<file path="src/rtl/vga_pkg.sv">
// Display geometry shared by the video pipeline.
package vga_pkg;
  localparam int unsigned HOR_PIXELS = 1024;
  localparam int unsigned VER_PIXELS = 768;
endpackage

</file>
<file path="src/rtl/pong_pkg.sv">
// Pong-wide constants and the match state encoding.
package pong_pkg;
  localparam int unsigned HOR_PIXELS = vga_pkg::HOR_PIXELS;
  localparam int unsigned VER_PIXELS = vga_pkg::VER_PIXELS;
  localparam int unsigned BALL_SIZE  = 15;
  localparam int unsigned X_PAD_L    = 30;
  localparam int unsigned X_PAD_R    = 979;

  // Fixed encodings so legacy consumers decoding the raw state bits keep working.
  localparam logic [1:0] ST_IDLE  = 2'd0;
  localparam logic [1:0] ST_SERVE = 2'd1;
  localparam logic [1:0] ST_PLAY  = 2'd2;
  localparam logic [1:0] ST_OVER  = 2'd3;

  typedef enum logic [1:0] {
    IDLE  = ST_IDLE,
    SERVE = ST_SERVE,
    PLAY  = ST_PLAY,
    OVER  = ST_OVER
  } game_state_t;
endpackage

</file>
<file path="src/rtl/tick_counter.sv">
// Counts enabled tick pulses modulo MAX; done marks the tick that wraps the count.
module tick_counter #(
  parameter int unsigned MAX = 60
) (
  input  logic clk,
  input  logic rst,
  input  logic clear,
  input  logic en,
  input  logic tick,
  output logic done
);
  localparam int unsigned   CW   = (MAX > 1) ? $clog2(MAX) : 1;
  localparam logic [CW-1:0] LAST = CW'(MAX - 1);

  logic [CW-1:0] r_count;
  logic          w_step;
  logic          w_hit;

  assign w_step = en & tick;
  assign w_hit  = w_step & (r_count == LAST);
  assign done   = w_hit;

  always_ff @(posedge clk) begin
    if (rst || clear) begin
      r_count <= '0;
    end else if (w_step) begin
      r_count <= w_hit ? '0 : r_count + CW'(1);
    end
  end
endmodule

</file>
<file path="src/rtl/game_fsm.sv">
// Pong match controller: goal detection, score keeping, serve pause and winner.
module game_fsm
  import pong_pkg::*;
#(
  parameter int unsigned WIN_SCORE   = 5,
  parameter int unsigned PAUSE_TICKS = 60,
  parameter int unsigned GOAL_MARGIN = 8
) (
  input  logic        clk,
  input  logic        rst,
  input  logic        timing_tick,
  input  logic [10:0] x_ball,
  input  logic        start,
  output logic        still_graphic,
  output logic [3:0]  score_left,
  output logic [3:0]  score_right,
  output logic        goal,
  output logic [1:0]  winner,
  output game_state_t state
);
  localparam logic [10:0] L_THR   = 11'(GOAL_MARGIN);
  localparam logic [10:0] R_THR   = 11'(HOR_PIXELS - BALL_SIZE - GOAL_MARGIN);
  localparam logic [3:0]  WIN4    = 4'(WIN_SCORE);
  localparam logic [1:0]  WIN_L   = 2'b01;
  localparam logic [1:0]  WIN_R   = 2'b10;

  game_state_t r_state;
  logic [3:0]  r_score_l;
  logic [3:0]  r_score_r;
  logic        r_goal;
  logic [1:0]  r_winner;
  logic        r_start_q;

  game_state_t w_nxt_state;
  logic [3:0]  w_nxt_l;
  logic [3:0]  w_nxt_r;
  logic        w_nxt_goal;
  logic [1:0]  w_nxt_winner;
  logic        w_start_rise;
  logic        w_serve_done;
  logic        w_hit_r;
  logic        w_hit_l;
  logic [3:0]  w_sat_l;
  logic [3:0]  w_sat_r;

  assign w_start_rise = start & ~r_start_q;
  // Left-edge goal takes priority if both thresholds are ever met together.
  assign w_hit_r = (x_ball <= L_THR);
  assign w_hit_l = (x_ball >= R_THR) & ~w_hit_r;
  assign w_sat_l = (r_score_l == 4'hF) ? 4'hF : r_score_l + 4'd1;
  assign w_sat_r = (r_score_r == 4'hF) ? 4'hF : r_score_r + 4'd1;

  // Held clear outside SERVE so every serve pause starts from zero.
  tick_counter #(
    .MAX (PAUSE_TICKS)
  ) u_serve_cnt (
    .clk   (clk),
    .rst   (rst),
    .clear (r_state != SERVE),
    .en    (r_state == SERVE),
    .tick  (timing_tick),
    .done  (w_serve_done)
  );

  always_comb begin
    w_nxt_state  = r_state;
    w_nxt_l      = r_score_l;
    w_nxt_r      = r_score_r;
    w_nxt_goal   = 1'b0;
    w_nxt_winner = r_winner;
    case (r_state)
      IDLE, OVER: begin
        if (w_start_rise) begin
          w_nxt_state  = SERVE;
          w_nxt_l      = '0;
          w_nxt_r      = '0;
          w_nxt_winner = '0;
        end
      end
      SERVE: begin
        if (w_serve_done) begin
          w_nxt_state = PLAY;
        end
      end
      PLAY: begin
        if (timing_tick && w_hit_r) begin
          w_nxt_goal = 1'b1;
          w_nxt_r    = w_sat_r;
          if (w_sat_r == WIN4) begin
            w_nxt_winner = WIN_R;
            w_nxt_state  = OVER;
          end else begin
            w_nxt_state = SERVE;
          end
        end else if (timing_tick && w_hit_l) begin
          w_nxt_goal = 1'b1;
          w_nxt_l    = w_sat_l;
          if (w_sat_l == WIN4) begin
            w_nxt_winner = WIN_L;
            w_nxt_state  = OVER;
          end else begin
            w_nxt_state = SERVE;
          end
        end
      end
      default: w_nxt_state = IDLE;
    endcase
  end

  always_ff @(posedge clk) begin
    if (rst) begin
      r_state   <= IDLE;
      r_score_l <= '0;
      r_score_r <= '0;
      r_goal    <= 1'b0;
      r_winner  <= '0;
      r_start_q <= 1'b1;
    end else begin
      r_state   <= w_nxt_state;
      r_score_l <= w_nxt_l;
      r_score_r <= w_nxt_r;
      r_goal    <= w_nxt_goal;
      r_winner  <= w_nxt_winner;
      r_start_q <= start;
    end
  end

  assign state         = r_state;
  assign still_graphic = (r_state != PLAY);
  assign score_left    = r_score_l;
  assign score_right   = r_score_r;
  assign goal          = r_goal;
  assign winner        = r_winner;
endmodule

</file>
<file path="config.mk">
export PLATFORM = sky130hd
export DESIGN_NAME = game_fsm
export DESIGN_NICKNAME = d
export VERILOG_FILES = /design/src/rtl/vga_pkg.sv /design/src/rtl/pong_pkg.sv /design/src/rtl/tick_counter.sv /design/src/rtl/game_fsm.sv
export SDC_FILE = /design/constraint.sdc
export NUM_CORES = 1
export LEC_CHECK = 0
export CAP_MARGIN = 20
export CORE_MARGIN = 3
export CORE_UTILIZATION = 49
export DETAILED_ROUTE_END_ITERATION = 8
export PLACE_DENSITY = 0.79
export SETUP_SLACK_MARGIN = 0.4
export SYNTH_ARGS = -nofsm -noshare
export SYNTH_HDL_FRONTEND = slang
export SYNTH_SLANG_ARGS = --single-unit
</file>
<file path="constraint.sdc">
create_clock -name clk -period 2.5 [get_ports clk]
set_input_delay 0.5 -clock clk [delete_from_list [all_inputs] [get_ports clk]]
set_output_delay 0.5 -clock clk [all_outputs]
set_load 0.005 [all_outputs]
</file>
==> run summary <==
DR DRC count - 0
Ratio of final minimum period to clock period - 80.6%
Final setup TNS - 0 ns
Inserted Clock Buffers - 3
Crit end category - flip-flop
Die width - 56.5 µm
Slowest CP cell - clkdlybuf4s50_1
Bufs and invs on worst path - 1
Antenna violations before repair - 0
Crit-path max cell delay - 0.44 ns
Vias in the first global route - 1181
Slew at the pin with the worst max-slew slack - 0.479 ns
Relative slew margins - 67.9%
Largest net degree at the start of global routing - 14
Htree depth - 1
IO Port Bufs - 28
Clock Sinks - 20
Achievable Freq - 0.496 GHz
Routed WL per cell - 13.9 µm
Top cells by instance count after synthesis - 20 x dfxtp_1, 13 x a21oi_1, 12 x inv_1
Synth top area share - 32.1%
Post-synthesis register bit count - 20
Cts hold-fix bufs - 0
First-pass GRT wire length - 4.93 mm
Sequential-to-total area share from yosys stat - 32.1%
Share of layout cells above drive strength 1 - 15.1%
Largest cells by area after synthesis - dfxtp_1 32%, ha_1 7.0%, a21oi_1 5.2%
Cell taking the most area after synthesis - dfxtp_1
Later-pin clock latency in the skew report - 0.31 ns
RePlAce Congestion - 0.823
Drt total wl - 2.98 mm
Worst Hold Class - flip-flop to flip-flop
Starting DRT DRC Count - 40
Delay-heaviest family, CP - simple AND/OR/NAND/NOR gates
Antenna fix cells - 0
Slew Viols, Final - 0
Most numerous cell in the Yosys netlist - dfxtp_1
# IOs - 29
Global route overflow - 0
Mean area per synthesized cell - 8.37 µm²
DRT Pass-1 Iters - 4
P per Cell Area - 494 nW/µm²
Worst EP required - 2.69 ns
Synthesized Nets - 171
Post-route ant nets - 0
Via density - 5.78
Yosys Warn Count - 0
Critical path arrival - 2.21 ns
CTS clk-pin slew, worst paths - 0.11 ns
TritonCTS clock tree - built
Max Cap Viol - 0
Distinct cells, synth - 46
Ys flop type - dfxtp_1
Post-Layout Cell Count - 214
GRT Util Overall - 18.9%
CTS Buffer Depth - 2
Final Hold Fails - 0
Register area - 402 µm²
FFs w/ async S/R, synth - 0%
Post-Syn Area - 1250 µm²
Status - finished clean
Crit path time final - 2.02 ns
Core area - 2320 µm²
Syn-to-layout area delta - 34.3%
Mapped Cells - 149
Initial core utilization - 53.8%
Via count - 1237
Startpoint Class - input pin
Multi-input gate area - 818 µm²
Post-synth EDFFs - 0
Nets@finish - 210
Post-DP HPWL - 2.22 mm
Row count - 17
Leakage Power - 0.594 nW
RSZ-0062 raised after global routing - yes
Critical path peak fanout - 6
Root Driver - clkbuf_4
Peak VDD IR - 420 µV
Crit-path cells - clkdlybuf4s50_1 > o31ai_4 > nand3_2 > or3_4 > a21oi_4 > mux2i_1 > nor2_1
Die area - 3190 µm²
Layout fillers - 194
Final core utilization - 72.3%
Setup Viol. Count Final - 0
Worst Skew - 0.0111 ns
Die Height - 56.5 µm
Crit Path Category - input pin to flip-flop
Dpl cells - 207
[placed cells by master (no fill, tap or decap), drive strengths merged, types with 3 or more instances in the layout]
| cell type | n |
|---|---|
| a22oi | 3 |
| inv | 12 |
| a211oi | 3 |
| a21oi | 14 |
| nand2b | 3 |
| clkbuf | 3 |
| nor3b | 3 |
| dfxtp | 20 |
| ha | 7 |
| clkdlybuf4s50 | 26 |
| mux2i | 4 |
| nor2 | 10 |
| nand3 | 8 |
| o31ai | 3 |
| a21boi | 3 |
| nor3 | 8 |
| o21ai | 6 |
| nand2 | 11 |
| buf | 9 |
[stage by stage]
| step | area (µm²) | hold WS (ns) | total power (W) | setup WS (ns) |
|---|---|---|---|---|
| finish | 1680 | 0.533 | 0.000827 | 0.484 |
| global placement | 1590 | 0.499 | 0.000639 | 0.0828 |
| global route | 1680 | 0.568 | 0.000878 | 0.388 |
| detailed placement | 1590 | 0.522 | 0.000645 | 0.0225 |
| CTS | 1630 | 0.533 | 0.000822 | 0.399 |
| floorplan | 1250 | 0.479 | 0.000551 | 0.604 |
[per-layer routing]
layer  GRT usage (%)  vias up  routed length [µm]
li1                -      617                   -
met5               0        -                   0
met3            5.52        9                 182
met2            32.2       34                1470
met4            7.12        0                  56
met1            22.2      577                1280
[final timing paths]
kind                            endpoint  cells past startpoint             startpoint  slack, ns
max          score_right[1]$_SDFFE_PP0P_                      7              x_ball[1]       0.48
min                state[0]$_SDFFE_PP0P_                      2  state[0]$_SDFFE_PP0P_       0.53
max reg2reg        state[1]$_SDFFE_PP0P_                      6  state[1]$_SDFFE_PP0P_       0.64
min reg2reg        state[0]$_SDFFE_PP0P_                      2  state[0]$_SDFFE_PP0P_       0.53
[logic make-up after synthesis]
family                   share of synthesized area [%]
multiplexers                                      4.41
flip-flops                                        32.1
XOR/XNOR                                          2.11
AO/OA/AOI/OAI                                     23.3
buffers and inverters                             4.61
adder cells (fa/ha/maj)                           7.02
AND/OR/NAND/NOR                                   26.5
[final cells by class]
cell class / instances / area share (%)
clock buffer: 3 / 1.34
timing repair buffer: 37 / 21.1
multi-input combinational: 114 / 48.8
inverter: 12 / 2.69
sequential: 20 / 24.0
tap: 28 / 2.09
[what timing repair did]
action / 4_1_cts / 5_1_grt
pin swaps: 1 / 7
resized for setup: 2 / 7
setup endpoints to repair: 4 / 7
buffers inserted: 2 / 2
[worst min-delay path, cell delays in order, from the launching register on]
cell,delay [ns]
dfxtp_2,0.34
inv_1,0.08
o31ai_1,0.08
[sequential cells by signal, indices dropped and copies added (netlist names)]
name	flops
score_left	4
r_start_q	1
goal	1
score_right	4
state	2
u_serve_cnt.r_count	6
winner	2
[report_power, final]
group	total (W)	switching, W	internal [W]	leakage (nW)
Sequential	0.000342	0.00000996	0.000332	0.162
Combinational	0.000324	0.000177	0.000148	0.418
Clock	0.000161	0.000104	0.0000564	0.0138
Total	0.000827	0.000291	0.000536	0.594
Note: power is estimated with default switching activity, not from simulation.
